File: config.mk
export PLATFORM = sky130hd
export DESIGN_NAME = bcd2bin_flat
export DESIGN_NICKNAME = d
export VERILOG_FILES = /design/src/rtl/bcd2bin_pkg.sv /design/src/rtl/bcd2bin_if.sv /design/src/rtl/bcd2bin_mul10_add.sv /design/src/rtl/bcd2bin.sv /design/src/flat_wrapper.sv
export SDC_FILE = /design/constraint.sdc
export NUM_CORES = 1
export LEC_CHECK = 0
export ABC_AREA = 1
export ABC_CLOCK_PERIOD_IN_PS = 6600
export CAP_MARGIN = 20
export CORE_ASPECT_RATIO = 2
export CORE_MARGIN = 3
export CORE_UTILIZATION = 48
export CTS_CLUSTER_SIZE = 12
export DETAILED_ROUTE_END_ITERATION = 10
export GPL_TIMING_DRIVEN = 0
export PLACE_DENSITY = 0.76
export SLEW_MARGIN = 25
export SYNTH_ARGS = -nofsm -noshare
export SYNTH_HDL_FRONTEND = slang
export SYNTH_SLANG_ARGS = --single-unit
File: constraint.sdc
create_clock -name clk -period 6.6 [get_ports clk]
set_clock_uncertainty 0.05 [all_clocks]
set_input_delay 1.32 -clock clk [delete_from_list [all_inputs] [get_ports clk]]
set_output_delay 1.32 -clock clk [all_outputs]
set_load 0.05 [all_outputs]
File: src/rtl/bcd2bin_pkg.sv
// Shared constants for the BCD <-> binary conversion path: digit width,
// the largest legal BCD digit and the converter FSM encoding.
package bcd2bin_pkg;

  localparam int DIGIT_W = 4;
  localparam logic [DIGIT_W-1:0] BCD_MAX = 4'd9;

  typedef logic [1:0] state_t;

  localparam state_t S_IDLE = 2'd0;
  localparam state_t S_CONV = 2'd1;
  localparam state_t S_DONE = 2'd2;

  function automatic logic isBadDigit(input logic [DIGIT_W-1:0] d);
    return d > BCD_MAX;
  endfunction

endpackage

File: src/rtl/bcd2bin_if.sv
// start/din request side and ertek/ready/hiba/tulcsordulas/busy result side
// of the BCD-to-binary converter, same handshake as the divider.
interface bcd2bin_if
  import bcd2bin_pkg::*;
#(
  parameter int DIGITS = 3,
  parameter int BITS   = 8
) ();

  logic                      i_start;
  logic [DIGIT_W*DIGITS-1:0] i_din;
  logic [BITS-1:0]           o_ertek;
  logic                      o_ready;
  logic                      o_hiba;
  logic                      o_tulcsordulas;
  logic                      o_busy;

  modport master (
    output i_start, i_din,
    input  o_ertek, o_ready, o_hiba, o_tulcsordulas, o_busy
  );

  modport slave (
    input  i_start, i_din,
    output o_ertek, o_ready, o_hiba, o_tulcsordulas, o_busy
  );

endinterface

File: src/rtl/bcd2bin_mul10_add.sv
// Combinational acc*10 + digit via shift-add; the sum is BITS+4 wide so the
// caller can detect overflow past BITS bits.
module bcd2bin_mul10_add
  import bcd2bin_pkg::*;
#(
  parameter int BITS = 8
) (
  input  logic [BITS-1:0]         i_acc,
  input  logic [DIGIT_W-1:0]      i_digit,
  output logic [BITS+DIGIT_W-1:0] o_sum
);

  logic [BITS+DIGIT_W-1:0] w_accExt;

  assign w_accExt = {{DIGIT_W{1'b0}}, i_acc};
  assign o_sum    = (w_accExt << 3) + (w_accExt << 1) + (BITS+DIGIT_W)'(i_digit);

endmodule

File: src/rtl/bcd2bin.sv
// Sequential BCD-to-binary converter: one digit per clock, most significant
// digit first, acc = acc*10 + digit, with sticky invalid-digit/overflow flags.
module bcd2bin
  import bcd2bin_pkg::*;
#(
  parameter int DIGITS = 3,
  parameter int BITS   = 8
) (
  input  logic       clk,
  input  logic       rst,
  bcd2bin_if.slave   bus
);

  localparam int W = DIGIT_W * DIGITS;

  state_t                  r_state;
  logic [W-1:0]            r_shift;
  logic [BITS-1:0]         r_acc;
  logic [2:0]              r_cnt;
  logic                    r_err;
  logic                    r_ovf;
  logic [BITS-1:0]         r_ertek;
  logic                    r_ready;
  logic                    r_hiba;
  logic                    r_tulcs;

  logic [DIGIT_W-1:0]      w_digit;
  logic [BITS+DIGIT_W-1:0] w_sum;
  logic                    w_errNext;
  logic                    w_ovfNext;

  assign w_digit   = r_shift[W-1 -: DIGIT_W];
  assign w_errNext = r_err | isBadDigit(w_digit);
  assign w_ovfNext = r_ovf | (|w_sum[BITS+DIGIT_W-1:BITS]);

  bcd2bin_mul10_add #(.BITS(BITS)) u_mul10 (
    .i_acc   (r_acc),
    .i_digit (w_digit),
    .o_sum   (w_sum)
  );

  always_ff @(posedge clk) begin
    if (rst) begin
      r_state <= S_IDLE;
      r_shift <= '0;
      r_acc   <= '0;
      r_cnt   <= '0;
      r_err   <= 1'b0;
      r_ovf   <= 1'b0;
      r_ertek <= '0;
      r_ready <= 1'b0;
      r_hiba  <= 1'b0;
      r_tulcs <= 1'b0;
    end else begin
      r_ready <= 1'b0;
      case (r_state)
        S_IDLE: begin
          if (bus.i_start) begin
            r_shift <= bus.i_din;
            r_acc   <= '0;
            r_cnt   <= 3'(DIGITS);
            r_err   <= 1'b0;
            r_ovf   <= 1'b0;
            r_state <= S_CONV;
          end
        end
        S_CONV: begin
          r_shift <= r_shift << DIGIT_W;
          r_acc   <= w_sum[BITS-1:0];
          r_err   <= w_errNext;
          r_ovf   <= w_ovfNext;
          r_cnt   <= r_cnt - 3'd1;
          // Last digit: an invalid digit outranks overflow in the result.
          if (r_cnt == 3'd1) begin
            r_state <= S_DONE;
            r_ready <= 1'b1;
            if (w_errNext) begin
              r_ertek <= '0;
              r_hiba  <= 1'b1;
              r_tulcs <= 1'b0;
            end else if (w_ovfNext) begin
              r_ertek <= {BITS{1'b1}};
              r_hiba  <= 1'b0;
              r_tulcs <= 1'b1;
            end else begin
              r_ertek <= w_sum[BITS-1:0];
              r_hiba  <= 1'b0;
              r_tulcs <= 1'b0;
            end
          end
        end
        default: r_state <= S_IDLE;
      endcase
    end
  end

  assign bus.o_ertek        = r_ertek;
  assign bus.o_ready        = r_ready;
  assign bus.o_hiba         = r_hiba;
  assign bus.o_tulcsordulas = r_tulcs;
  assign bus.o_busy         = (r_state != S_IDLE);

endmodule

File: src/flat_wrapper.sv
// flat-port wrapper written by rule: the top's interface ports become plain ports
module bcd2bin_flat import bcd2bin_pkg::*;
#(
  parameter int DIGITS = 3,
  parameter int BITS   = 8
)
  (clk, rst, bus_i_start, bus_i_din, bus_o_ertek, bus_o_ready, bus_o_hiba, bus_o_tulcsordulas, bus_o_busy);
  bcd2bin_if #(.DIGITS(DIGITS), .BITS(BITS)) bus_i ();
  input  logic clk;
  input  logic rst;
  input wire logic [$bits(bus_i.i_start)-1:0] bus_i_start;
  input wire logic [$bits(bus_i.i_din)-1:0] bus_i_din;
  output wire logic [$bits(bus_i.o_ertek)-1:0] bus_o_ertek;
  output wire logic [$bits(bus_i.o_ready)-1:0] bus_o_ready;
  output wire logic [$bits(bus_i.o_hiba)-1:0] bus_o_hiba;
  output wire logic [$bits(bus_i.o_tulcsordulas)-1:0] bus_o_tulcsordulas;
  output wire logic [$bits(bus_i.o_busy)-1:0] bus_o_busy;
  assign bus_i.i_start = bus_i_start;
  assign bus_i.i_din = bus_i_din;
  assign bus_o_ertek = bus_i.o_ertek;
  assign bus_o_ready = bus_i.o_ready;
  assign bus_o_hiba = bus_i.o_hiba;
  assign bus_o_tulcsordulas = bus_i.o_tulcsordulas;
  assign bus_o_busy = bus_i.o_busy;
  bcd2bin #(.DIGITS(DIGITS), .BITS(BITS)) u_core (.clk(clk), .rst(rst), .bus(bus_i));
endmodule
==> run metrics, run 1 <==
status=finished, final reports clean; Synth area leaders=dfxtp_1, nand2_1, ha_1, a21oi_1, nor2_1; non-filler cells, final=between 300 and 400; total gr overflow=0; critical path launch point type=flip-flop; via count=~1,900; gr usage total=between 20% and 30%; setup_tns=0 ns; Worst R2R Start=u_core.r_acc[0]; WS Path Type=reg -> out; post-synth top area share=a little over a third; Yosys top cell by area=dfxtp_1; Crit path required time=5.23 ns; RD Place Congestion=between 0.8 and 0.9; r2r endpoint=u_core.bus.o_ertek[6]; die width=53.27 µm; CTS tree=built; worst rel slew slack=58.84%; Std-Cell Rows=33; top-count cell post-synth=nand2_1; CP endpoint kind=primary output; register area=approximately 760 µm²; reg2reg setup slack=a little over 4 ns; # nets final=between 300 and 400; commonest cells in the netlist=nand2_1, dfxtp_1, a21oi_1, nor2_1, inv_1; area grow syn2layout=21.35%; final hold violations=0; RSZ-0062 raised after global routing=no; post-synthesis cell type count=34; MaxCap Viol Count=0; Post-synth top flop=dfxtp_1; largest net degree at the start of global routing=13; CP Capture Point=bus_o_busy; Starting Density=between 50% and 60%; crit-path max FO=4; post_cts resized=0; router iterations before antenna repair=4; Post-Syn Area=0.002145 mm²; Post-synth EDFFs=0; Mapped Cells=approximately 290; Setup crit start=u_core.r_state[1]; initial antenna violation count=0; Tcrit/Tclk final=between 40 and 50%; # hold bufs at CTS=0; Post-Synthesis Net Count=between 300 and 400; drt total wl=between 4000 and 5000 µm; Yosys reg bits=38; clock latency at the later pin of the worst-skew pair=~0.30 ns; Tightest Pin Transition=between 0.6 and 0.7 ns; post-DR wirelength/cell=roughly 13 µm; Leak Pwr=1.176 nW; Iter 0 DRT Violations=55; asr flop ratio synth=0%; die area=approximately 0.0054 mm²; ant diodes=0; Post-CTS Setup Repair Bufs=0; TritonCTS Buffers=5; Ports=27; CTS H-tree lvls=2; vias in the first global route=between 1,500 and 2,000; Filler cells=400; clock slew at reported path FFs=roughly 0.080 ns; Ys Warns=0; first-pass GRT wire length=~8500 µm; detailed placement HPWL=3710 µm; post-synthesis sequential area ratio=about 35%; post-route ant nets=0; Syn Area/Cell=~7.3 µm²; # DRC=0; core area=about 0.0042 mm²; Tot Pwr=about 0.0006 W; placed insts=370; arrival time at the worst endpoint=about 1.6 ns; fmax=around 0.33 GHz; worst-case vdd ir drop=0.0002424 V; setup-violating endpoint count in the final report=0; worst hold path type=reg -> reg; Hold WS=approximately 0.41 ns; power density over the cells=231.7 mW/mm²; layout cell share with drive strength beyond 1=about an eighth; vias per std cell=a little over 5; die height=around 100 µm; worst reg2reg path depth=12; min cycle time layout=~3.0 ns; CTS Sinks=38; multi-input logic area=~0.0012 mm²; final core occ=61.79%; CTS Buffer Depth=2; PortBufs=25; clk root buf=clkbuf_8; fin. max-slew vios=0
[registers in the layout (all words and copies together) (netlist names)]
| register | flops |
|---|---|
| u_core.r_state | 2 |
| u_core.bus.o_hiba | 1 |
| u_core.bus.o_ertek | 8 |
| u_core.bus.o_tulcsordulas | 1 |
| u_core.bus.o_ready | 1 |
| u_core.r_acc | 8 |
| u_core.r_ovf | 1 |
| u_core.r_err | 1 |
| u_core.r_shift | 12 |
| u_core.r_cnt | 3 |
[placed cells by master (no fill, tap or decap), drive strengths merged]
cell,Yosys,final
nand2,95,95
inv,29,29
ha,17,17
xnor2,2,2
a21oi,39,39
buf,9,9
o21ai,6,6
nor3,4,4
a221oi,1,1
o21a,1,1
nand3b,1,1
fa,2,2
clkbuf,2,8
bufinv,0,2
dfxtp,38,38
xor2,1,1
nand3,10,10
nor2,31,31
a22oi,1,1
nand4,1,1
or2,2,2
a211oi,1,1
clkdlybuf4s50,0,25
[metrics by stage]
step	setup slack [ns]	cell area [µm²]
2_1_floorplan	4.361	2145
3_3_place_gp	3.836	2460
3_5_place_dp	3.825	2460
4_1_cts	3.591	2603
5_1_grt	3.552	2603
6_report	3.598	2603
[worst min-delay path by stage]
stage | cells after the start | from | endpoint
final | 2 | u_core.r_shift[7] | u_core.r_shift[7]
after global routing | 2 | u_core.r_shift[1] | u_core.r_shift[1]
after CTS | 2 | u_core.r_shift[7] | u_core.r_shift[7]
after detailed placement | 2 | u_core.r_shift[7] | u_core.r_shift[7]
after global placement | 2 | u_core.r_shift[1] | u_core.r_shift[1]
after floorplan | 2 | u_core.r_shift[0] | u_core.r_shift[0]
[area by class of cell]
cell class / instances / area share, %
tap: 52 / 2.500
buffer: 11 / 2.404
timing repair buffer: 25 / 9.615
clock inverter: 2 / 2.308
clock buffer: 6 / 3.173
multi-input combinational: 215 / 46.59
sequential: 38 / 29.23
inverter: 29 / 4.183
[kinds of logic after synthesis]
family | Yosys count | share of synthesized area, %
adder cells (fa/ha/maj) | 19 | 11.79
buffers and inverters | 40 | 7.992
AO/OA/AOI/OAI | 49 | 13.83
XOR/XNOR | 3 | 1.225
AND/OR/NAND/NOR | 144 | 29.70
flip-flops | 38 | 35.47
[routing by layer]
layer  track usage [%]  vias up  wire (µm)
met5                 0        -          0
met1             21.99      880       1774
met2             38.41       30       2772
met4             10.83        0        161
li1                  -      998          -
met3             3.111       13        148
[power by group]
part / internal (W) / switching [W]
sequential: 0.000242 / 0.00000960
combinational: 0.0000406 / 0.0000648
clock: 0.000161 / 0.0000844
[worst max-delay path, stage by stage (launching register included)]
cell	delay, ns
dfxtp_1	0.39
inv_2	0.08
nand2_1	0.07
clkdlybuf4s50_1	0.79
No activity file was read; power rests on OpenSTA's default activity.
==> run 2: changes to the inputs <==
ABC_CLOCK_PERIOD_IN_PS = 2950   (was 6600)
clock period = 2.95 ns   (was 6.6 ns; I/O delays follow)
==> results of run 2 <==
Same layout as run 1 (identical final DEF). Status: finished, final reports clean.
Among the figures that moved: setup slack after placement 3.825 ns -> 0.4932 ns; setup slack after layout 3.598 ns -> 0.4928 ns; start point of the critical path u_core.r_state[1] -> u_core.r_acc[0]; end point of the critical path bus_o_busy -> u_core.bus.o_ertek[6]; register-to-register setup slack 4.14 ns -> 0.49 ns; total power 0.0006029 W -> 0.001349 W; worst IR drop on VDD 0.0002424 V -> 0.0005423 V
